`src/rtl/instr_fetch_unit_pkg.sv`:
```
// Shared fetch/decode definitions: instruction width, PC step, fetch FSM
// encoding and small helpers used across the front end.
package riscv_pkg;

  localparam int INSTR_W = 32;
  localparam int PC_STEP = 4;

  typedef enum logic [0:0] {
    RUN   = 1'b0,
    FAULT = 1'b1
  } fetch_state_t;

  // Canonical ADDI x0,x0,0; reserved for future bubble insertion.
  localparam logic [INSTR_W-1:0] NOP_INSTR = 32'h0000_0013;

  function automatic logic is_word_aligned(input logic [1:0] lo);
    return (lo == 2'b00);
  endfunction

endpackage

```
`src/rtl/instr_fetch_unit_if.sv`:
```
// Fetch unit bus bundle: instruction memory request/response, decode-side
// instruction handshake, redirect input and fault flag.
interface instr_fetch_unit_if #(
  parameter int ADDR_W = 32
);
  import riscv_pkg::*;

  logic               imem_req_valid;
  logic               imem_req_ready;
  logic [ADDR_W-1:0]  imem_req_addr;
  logic               imem_rsp_valid;
  logic [INSTR_W-1:0] imem_rsp_data;
  logic               instr_valid;
  logic               instr_ready;
  logic [INSTR_W-1:0] instr_out;
  logic [ADDR_W-1:0]  instr_pc;
  logic               redirect_valid;
  logic [ADDR_W-1:0]  redirect_target;
  logic               fetch_fault;

  // Fetch unit side.
  modport master (
    output imem_req_valid, imem_req_addr,
    input  imem_req_ready, imem_rsp_valid, imem_rsp_data,
    output instr_valid, instr_out, instr_pc,
    input  instr_ready, redirect_valid, redirect_target,
    output fetch_fault
  );

  // Memory / decode side.
  modport slave (
    input  imem_req_valid, imem_req_addr,
    output imem_req_ready, imem_rsp_valid, imem_rsp_data,
    input  instr_valid, instr_out, instr_pc,
    output instr_ready, redirect_valid, redirect_target,
    input  fetch_fault
  );

endinterface

```
`src/rtl/instr_fetch_unit_fifo.sv`:
```
// Small synchronous FIFO with flush. Head is read combinationally from the
// storage array; storage itself is not reset, only the pointers are.
module fetch_fifo #(
  parameter int WIDTH = 64,
  parameter int DEPTH = 4
) (
  input  logic                   clk,
  input  logic                   rst_n,
  input  logic                   push,
  input  logic [WIDTH-1:0]       push_data,
  input  logic                   pop,
  input  logic                   flush,
  output logic [WIDTH-1:0]       head,
  output logic [$clog2(DEPTH):0] count,
  output logic                   full,
  output logic                   empty
);

  localparam int               PTR_W    = $clog2(DEPTH);
  localparam logic [PTR_W:0]   FULL_CNT = (PTR_W+1)'(DEPTH);

  logic [WIDTH-1:0] mem [DEPTH];
  logic [PTR_W:0]   wr_ptr;
  logic [PTR_W:0]   rd_ptr;
  logic             do_push;
  logic             do_pop;

  assign count   = wr_ptr - rd_ptr;
  assign empty   = (wr_ptr == rd_ptr);
  assign full    = (count == FULL_CNT);
  assign do_pop  = pop && !empty;
  // A pop in the same cycle frees the slot a full FIFO would write into.
  assign do_push = push && (!full || do_pop) && !flush;
  assign head    = mem[rd_ptr[PTR_W-1:0]];

  // Pointer update; flush wins over push and pop.
  always_ff @(posedge clk or negedge rst_n) begin
    if (!rst_n) begin
      wr_ptr <= '0;
      rd_ptr <= '0;
    end else if (flush) begin
      wr_ptr <= '0;
      rd_ptr <= '0;
    end else begin
      if (do_push) wr_ptr <= wr_ptr + 1'b1;
      if (do_pop)  rd_ptr <= rd_ptr + 1'b1;
    end
  end

  // Entry storage write.
  always_ff @(posedge clk) begin
    if (do_push) mem[wr_ptr[PTR_W-1:0]] <= push_data;
  end

endmodule

```
`src/rtl/instr_fetch_unit.sv`:
```
// Instruction fetch stage: owns the PC, issues word reads under a credit
// limit, tags each request with its PC, buffers returned words for decode
// and discards responses that belong to a fetch path abandoned by redirect.
module instr_fetch_unit
  import riscv_pkg::*;
#(
  parameter int                ADDR_W    = 32,
  parameter logic [ADDR_W-1:0] RESET_PC  = '0,
  parameter int                BUF_DEPTH = 4
) (
  input  logic              clk,
  input  logic              rst_n,
  instr_fetch_unit_if.master bus
);

  localparam int CNT_W   = $clog2(BUF_DEPTH) + 1;
  localparam int SUM_W   = CNT_W + 1;
  localparam int ENTRY_W = INSTR_W + ADDR_W;

  fetch_state_t       state;
  logic               run_en;
  logic               fault_q;
  logic [ADDR_W-1:0]  pc;
  logic [CNT_W-1:0]   outstanding;
  logic [CNT_W-1:0]   outstanding_nxt;
  logic [CNT_W-1:0]   discard;
  logic [CNT_W-1:0]   fifo_count;
  logic [SUM_W-1:0]   credit_used;
  logic               fifo_full;
  logic               fifo_empty;
  logic               tag_full;
  logic               tag_empty;
  logic [ENTRY_W-1:0] head_entry;
  logic [ADDR_W-1:0]  rsp_pc;
  logic               req_fire;
  logic               rsp_fire;
  logic               rsp_keep;
  logic               hs_fire;
  logic               redirect_take;
  logic               redirect_bad;

  // Every in-flight request owns a FIFO slot, so the FIFO can never overflow.
  assign credit_used = SUM_W'(outstanding) + SUM_W'(fifo_count);

  assign bus.imem_req_valid = run_en && (state == RUN) && !tag_full &&
                              (credit_used < SUM_W'(BUF_DEPTH));
  assign bus.imem_req_addr  = pc;

  assign req_fire = bus.imem_req_valid && bus.imem_req_ready;
  assign rsp_fire = bus.imem_rsp_valid && !tag_empty;

  // Responses are handled under the discard count in force at the start of
  // the cycle; a redirect in the same cycle flushes whatever gets pushed.
  assign rsp_keep = rsp_fire && (discard == '0) && (state == RUN) && !fifo_full;

  assign redirect_take = bus.redirect_valid && (state == RUN);
  assign redirect_bad  = redirect_take && !is_word_aligned(bus.redirect_target[1:0]);

  assign bus.instr_valid = (state == RUN) && !fifo_empty;
  assign hs_fire         = bus.instr_valid && bus.instr_ready;
  assign bus.instr_out   = bus.instr_valid ? head_entry[ENTRY_W-1 -: INSTR_W] : '0;
  assign bus.instr_pc    = bus.instr_valid ? head_entry[ADDR_W-1:0] : '0;
  assign bus.fetch_fault = fault_q;

  // Everything in flight after this cycle, including a request accepted now,
  // becomes stale when a redirect is taken.
  assign outstanding_nxt = outstanding + CNT_W'(req_fire) - CNT_W'(rsp_fire);

  // Fetch enable after reset, FSM and sticky misalignment fault.
  always_ff @(posedge clk or negedge rst_n) begin
    if (!rst_n) begin
      run_en  <= 1'b0;
      state   <= RUN;
      fault_q <= 1'b0;
    end else begin
      run_en <= 1'b1;
      if (redirect_bad) begin
        state   <= FAULT;
        fault_q <= 1'b1;
      end
    end
  end

  // Program counter: redirect overrides the sequential increment.
  always_ff @(posedge clk or negedge rst_n) begin
    if (!rst_n) begin
      pc <= RESET_PC;
    end else if (redirect_take) begin
      pc <= bus.redirect_target;
    end else if (req_fire) begin
      pc <= pc + ADDR_W'(PC_STEP);
    end
  end

  // Count of responses still to be dropped after a redirect.
  always_ff @(posedge clk or negedge rst_n) begin
    if (!rst_n) begin
      discard <= '0;
    end else if (redirect_take) begin
      discard <= outstanding_nxt;
    end else if (rsp_fire && (discard != '0)) begin
      discard <= discard - 1'b1;
    end
  end

  // PC tag queue; its occupancy is the outstanding-request count.
  fetch_fifo #(
    .WIDTH (ADDR_W),
    .DEPTH (BUF_DEPTH)
  ) u_tag_fifo (
    .clk       (clk),
    .rst_n     (rst_n),
    .push      (req_fire),
    .push_data (pc),
    .pop       (rsp_fire),
    .flush     (1'b0),
    .head      (rsp_pc),
    .count     (outstanding),
    .full      (tag_full),
    .empty     (tag_empty)
  );

  // Instruction buffer toward decode, flushed on any taken redirect.
  fetch_fifo #(
    .WIDTH (ENTRY_W),
    .DEPTH (BUF_DEPTH)
  ) u_instr_fifo (
    .clk       (clk),
    .rst_n     (rst_n),
    .push      (rsp_keep),
    .push_data ({bus.imem_rsp_data, rsp_pc}),
    .pop       (hs_fire),
    .flush     (redirect_take),
    .head      (head_entry),
    .count     (fifo_count),
    .full      (fifo_full),
    .empty     (fifo_empty)
  );

endmodule

```
`src/flat_wrapper.sv`:
```
// flat-port wrapper written by rule: the top's interface ports become plain ports
module instr_fetch_unit_flat import riscv_pkg::*;
#(
  parameter int                ADDR_W    = 32,
  parameter logic [ADDR_W-1:0] RESET_PC  = '0,
  parameter int                BUF_DEPTH = 4
)
  (clk, rst_n, bus_imem_req_valid, bus_imem_req_addr, bus_imem_req_ready, bus_imem_rsp_valid, bus_imem_rsp_data, bus_instr_valid, bus_instr_out, bus_instr_pc, bus_instr_ready, bus_redirect_valid, bus_redirect_target, bus_fetch_fault);
  instr_fetch_unit_if #(.ADDR_W(ADDR_W)) bus_i ();
  input  logic clk;
  input  logic rst_n;
  output wire logic [$bits(bus_i.imem_req_valid)-1:0] bus_imem_req_valid;
  output wire logic [$bits(bus_i.imem_req_addr)-1:0] bus_imem_req_addr;
  input wire logic [$bits(bus_i.imem_req_ready)-1:0] bus_imem_req_ready;
  input wire logic [$bits(bus_i.imem_rsp_valid)-1:0] bus_imem_rsp_valid;
  input wire logic [$bits(bus_i.imem_rsp_data)-1:0] bus_imem_rsp_data;
  output wire logic [$bits(bus_i.instr_valid)-1:0] bus_instr_valid;
  output wire logic [$bits(bus_i.instr_out)-1:0] bus_instr_out;
  output wire logic [$bits(bus_i.instr_pc)-1:0] bus_instr_pc;
  input wire logic [$bits(bus_i.instr_ready)-1:0] bus_instr_ready;
  input wire logic [$bits(bus_i.redirect_valid)-1:0] bus_redirect_valid;
  input wire logic [$bits(bus_i.redirect_target)-1:0] bus_redirect_target;
  output wire logic [$bits(bus_i.fetch_fault)-1:0] bus_fetch_fault;
  assign bus_imem_req_valid = bus_i.imem_req_valid;
  assign bus_imem_req_addr = bus_i.imem_req_addr;
  assign bus_i.imem_req_ready = bus_imem_req_ready;
  assign bus_i.imem_rsp_valid = bus_imem_rsp_valid;
  assign bus_i.imem_rsp_data = bus_imem_rsp_data;
  assign bus_instr_valid = bus_i.instr_valid;
  assign bus_instr_out = bus_i.instr_out;
  assign bus_instr_pc = bus_i.instr_pc;
  assign bus_i.instr_ready = bus_instr_ready;
  assign bus_i.redirect_valid = bus_redirect_valid;
  assign bus_i.redirect_target = bus_redirect_target;
  assign bus_fetch_fault = bus_i.fetch_fault;
  instr_fetch_unit #(.ADDR_W(ADDR_W), .RESET_PC(RESET_PC), .BUF_DEPTH(BUF_DEPTH)) u_core (.clk(clk), .rst_n(rst_n), .bus(bus_i));
endmodule
```
`config.mk`:
```
export PLATFORM = sky130hd
export DESIGN_NAME = instr_fetch_unit_flat
export DESIGN_NICKNAME = d
export VERILOG_FILES = /design/src/rtl/instr_fetch_unit_pkg.sv /design/src/rtl/instr_fetch_unit_if.sv /design/src/rtl/instr_fetch_unit_fifo.sv /design/src/rtl/instr_fetch_unit.sv /design/src/flat_wrapper.sv
export SDC_FILE = /design/constraint.sdc
export NUM_CORES = 1
export LEC_CHECK = 0
export BUFFER_PORTS_ARGS = -buffer_cell sky130_fd_sc_hd__clkbuf_2
export CAP_MARGIN = 20
export CORE_ASPECT_RATIO = 0.9
export CORE_MARGIN = 3
export CORE_UTILIZATION = 45
export DETAILED_ROUTE_END_ITERATION = 6
export PLACE_DENSITY = 0.65
export SYNTH_ARGS = -nofsm -noshare
export SYNTH_HDL_FRONTEND = slang
export SYNTH_HIERARCHICAL = 1
export SYNTH_SLANG_ARGS = --single-unit
```
`constraint.sdc`:
```
create_clock -name clk -period 4.7 [get_ports clk]
set_input_delay 1.175 -clock clk [delete_from_list [all_inputs] [get_ports clk]]
set_output_delay 1.175 -clock clk [all_outputs]
set_load 0.005 [all_outputs]
```
==> impl_metrics.py <==
metrics = {
    "clocking": {
        "clk_pin_slew_worst_paths_ns": 0.06,
        "cts_num_sinks": 433,
        "ctsHoldBuffers": 0,
        "numCtsBuffers": 44,
        "ctsLongestPathBuffers": 3,
        "cts_tree": "done",
        "postCtsSetupRepairBufs": 0,
        "htreeDepth": 2,
        "clockRootBuffer": "clkbuf_16",
        "insertion_delay_ns": 0.55,
        "postCtsResizedCells": 0,
    },
    "power_and_ir_drop": {
        "cellLeakagePower_nw": 7.06,
        "ir_drop_mv": 0.250,
        "p_total_mw": 8.08,
        "p_per_area_nw_per_um2": 396,
    },
    "critical_path": {
        "rrSetupSlack_ns": 0.88,
        "max_stage_delay_ns": 0.72,
        "worstPathArrival_ns": 3.08,
        "critPathKind": "flip-flop to output pin",
        "crit_path_end_kind": "output pin",
        "cp_max_fo": 21,
        "startpoint_type": "flip-flop",
        "path_common_cell": "ha_1",
        "required_ns": 3.52,
        "ff2ff_path_depth": 10,
        "cpMaxStageDelayCell": "dfrtp_4",
        "cp_cell_sequence": "ha_1 > inv_1 > fa_1 > xnor2_1 > ha_1 > nor4b_4 > and2_1 > clkbuf_2",
        "regToRegStartpoint": "u_core/u_instr_fifo/rd_ptr[0]",
        "timing.rr.end": "u_core/u_instr_fifo/mem[1][61]",
    },
    "synth": {
        "async_flop_share": 0.113,
        "synth_area_per_cell_um2": 18.7,
        "ys_seq_area_frac": 0.730,
        "synth.top_cell.area_share": 0.660,
        "synth_top_cells_by_area": "edfxtp_1 (66%), mux4_2 (12%), dfrtp_1 (7.0%), and2_1 (2.7%), ha_1 (1.5%)",
        "ys_types": 46,
        "synth-warning-count": 6,
        "synth_nets": 1030,
        "synth_seq_cells": 433,
        "ys.flop_type": "edfxtp_1",
        "netlist_instances": 936,
        "synth_area_um2": 17500,
        "synth-edff-count": 384,
        "synth_area_leader_cell": "edfxtp_1",
    },
    "cells_and_area": {
        "drive_gt1_frac": 0.322,
        "fin_nets": 1231,
        "insertedDiodeCount": 0,
        "final_cell_area_um2": 20400,
        "fin_cells": 1650,
        "syn_to_final_growth_pct": 16.9,
        "layout_common_cells": "edfxtp_1 (384), clkbuf_2 (168), mux4_2 (96)",
        "final_common_cell": "edfxtp_1",
    },
    "timing": {
        "max_slew_margin": 0.316,
        "fin_crit_ns": 4.25,
        "finClkSkew_ns": 0.0163,
        "tightestPinTransition_ns": 1.03,
        "fmax_mhz": 235,
        "finalSetupViolations": 0,
        "grt_setup_unrepaired": "no",
        "finalHoldViolCount": 0,
        "period_share": 0.905,
        "finalSetupTns_ns": 0,
        "drv_slew": 0,
    },
    "route": {
        "wl_met3_mm": 2.08,
        "ant_nets": 0,
        "vias": 8921,
        "drt-met1-wl_mm": 16.7,
        "drc": 0,
        "via_per_inst": 5.41,
        "first_pass_iters": 4,
        "drtIter0Drc": 631,
        "top_layer": "met4",
        "wire_per_inst_um": 22.2,
        "routed_wl_mm": 36.6,
        "dr_wl_met2_mm": 17.1,
    },
    "global_routing": {
        "antenna_found_initial": 0,
        "grt-ovfl-total": 0,
        "grt_pass1_wl_mm": 55.8,
        "grt_max_degree": 68,
        "grt_pass1_vias": 9193,
        "grt_usage": 0.181,
    },
    "floorplan": {
        "die_area_um2": 41200,
        "die_h_um": 193,
        "start_util": 0.463,
        "coreArea_um2": 37700,
        "rows": 67,
        "chipWidth_um": 214,
        "ios": 169,
    },
    "worst_hold_path": {
        "hold_class": "input pin to asynchronous set/reset pin",
    },
    "placement": {
        "io_buffers": 168,
        "dp_hpwl_mm": 23.5,
        "place_inst": 1574,
        "post_dp_cell_area_um2": 19100,
        "gp_congestion": 0.813,
    },
    "flow_run": {
        "maxCapViolCount": 0,
    },
    "status": {
        "status": "complete, no violations",
    },
}
## cells in the mapped netlist, types with 2 or more instances
| master | instances |
|---|---|
| a21boi_2 | 2 |
| a21oi_1 | 6 |
| a21oi_2 | 2 |
| a31oi_1 | 2 |
| and2_1 | 74 |
| and3_1 | 5 |
| and4_1 | 3 |
| buf_1 | 5 |
| buf_2 | 13 |
| clkbuf_1 | 25 |
| conb_1 | 2 |
| dfrtp_1 | 49 |
| edfxtp_1 | 384 |
| fa_1 | 3 |
| ha_1 | 21 |
| inv_1 | 21 |
| mux2_1 | 2 |
| mux2_4 | 2 |
| mux2i_1 | 4 |
| mux2i_2 | 2 |
| mux4_2 | 96 |
| nand2_1 | 54 |
| nand2b_1 | 9 |
| nand3_1 | 13 |
| nand3b_1 | 2 |
| nand4_1 | 8 |
| nor2_1 | 26 |
| nor2b_1 | 3 |
| nor3_1 | 4 |
| nor4_1 | 12 |
| o211ai_1 | 5 |
| o21ai_0 | 25 |
| o21ai_1 | 2 |
| or3_1 | 2 |
| or3b_1 | 2 |
| or4_1 | 3 |
| or4b_1 | 2 |
| xnor2_1 | 22 |
| xor2_1 | 11 |
| xor2_2 | 2 |
## power by group
part | leakage, nW | switching (mW) | internal [mW]
sequential | 4.07 | 0.174 | 4.28
clock | 0.647 | 1.39 | 1.88
combinational | 2.34 | 0.173 | 0.181
## layer usage
layer	up-vias	track usage
li1	4040	-
met1	4559	0.265
met2	265	0.285
met3	57	0.0327
met4	0	0.0457
met5	-	0
## worst max-delay path, delay by kind of cell (launching register included)
kind                     cells  cell delay, ns
AND/OR/NAND/NOR              2            0.52
adder cells (fa/ha/maj)      3            0.96
buffers and inverters        2            0.19
flip-flops                   1            0.72
XOR/XNOR                     1            0.15
## flip-flops by register name (all words and copies together), names as in the netlist
| name | flops |
|---|---|
| u_core/u_tag_fifo/wr_ptr | 3 |
| u_core/u_instr_fifo/rd_ptr | 3 |
| u_core/bus.fetch_fault | 1 |
| u_core/u_instr_fifo/mem | 256 |
| u_core/u_instr_fifo/wr_ptr | 3 |
| u_core/bus.imem_req_addr | 32 |
| u_core/u_tag_fifo/rd_ptr | 3 |
| u_core/run_en | 1 |
| u_core/u_tag_fifo/mem | 128 |
| u_core/discard | 3 |
## area by class of cell
type | count | area (um2)
timing repair buffer | 198 | 1170
clock inverter | 18 | 150
clock buffer | 58 | 1180
tap | 483 | 604
fill | 2982 | 17300
inverter | 22 | 82.6
multi-input combinational | 438 | 4470
sequential | 433 | 12800
## through the flow
step                setup slack [ns]   util  hold WS [ns]
floorplan                      0.238      -         0.518
global placement               0.993  0.506         0.561
detailed placement             0.929  0.506         0.587
CTS                            0.396  0.541         0.539
global route                   0.267  0.541         0.566
finish                         0.448  0.541         0.551
## cells by family after synthesis
kind of cell             after synthesis  synth area share
buffers and inverters                 65            0.0149
adder cells (fa/ha/maj)               24            0.0185
XOR/XNOR                              35            0.0184
multiplexers                         106             0.131
flip-flops                           433             0.730
other                                  2          0.000430
AO/OA/AOI/OAI                         46            0.0160
AND/OR/NAND/NOR                      225            0.0708
## how the worst max path moves through the flow
stage / from / endpoint / slack, ns / depth (start not counted)
after detailed placement: u_core/u_instr_fifo/rd_ptr[0] / u_core/u_instr_fifo/mem[1][36] / 0.93 / 10
after floorplan: bus_redirect_valid / u_core/u_instr_fifo/mem[0][0] / 0.24 / 9
after global routing: u_core/u_instr_fifo/rd_ptr[0] / bus_imem_req_valid / 0.27 / 8
after CTS: u_core/u_instr_fifo/rd_ptr[0] / bus_imem_req_valid / 0.40 / 8
final: u_core/u_instr_fifo/rd_ptr[0] / bus_imem_req_valid / 0.45 / 8
after global placement: u_core/u_instr_fifo/rd_ptr[0] / u_core/u_instr_fifo/mem[1][36] / 0.99 / 10
Power figures use the tool's default switching activity.
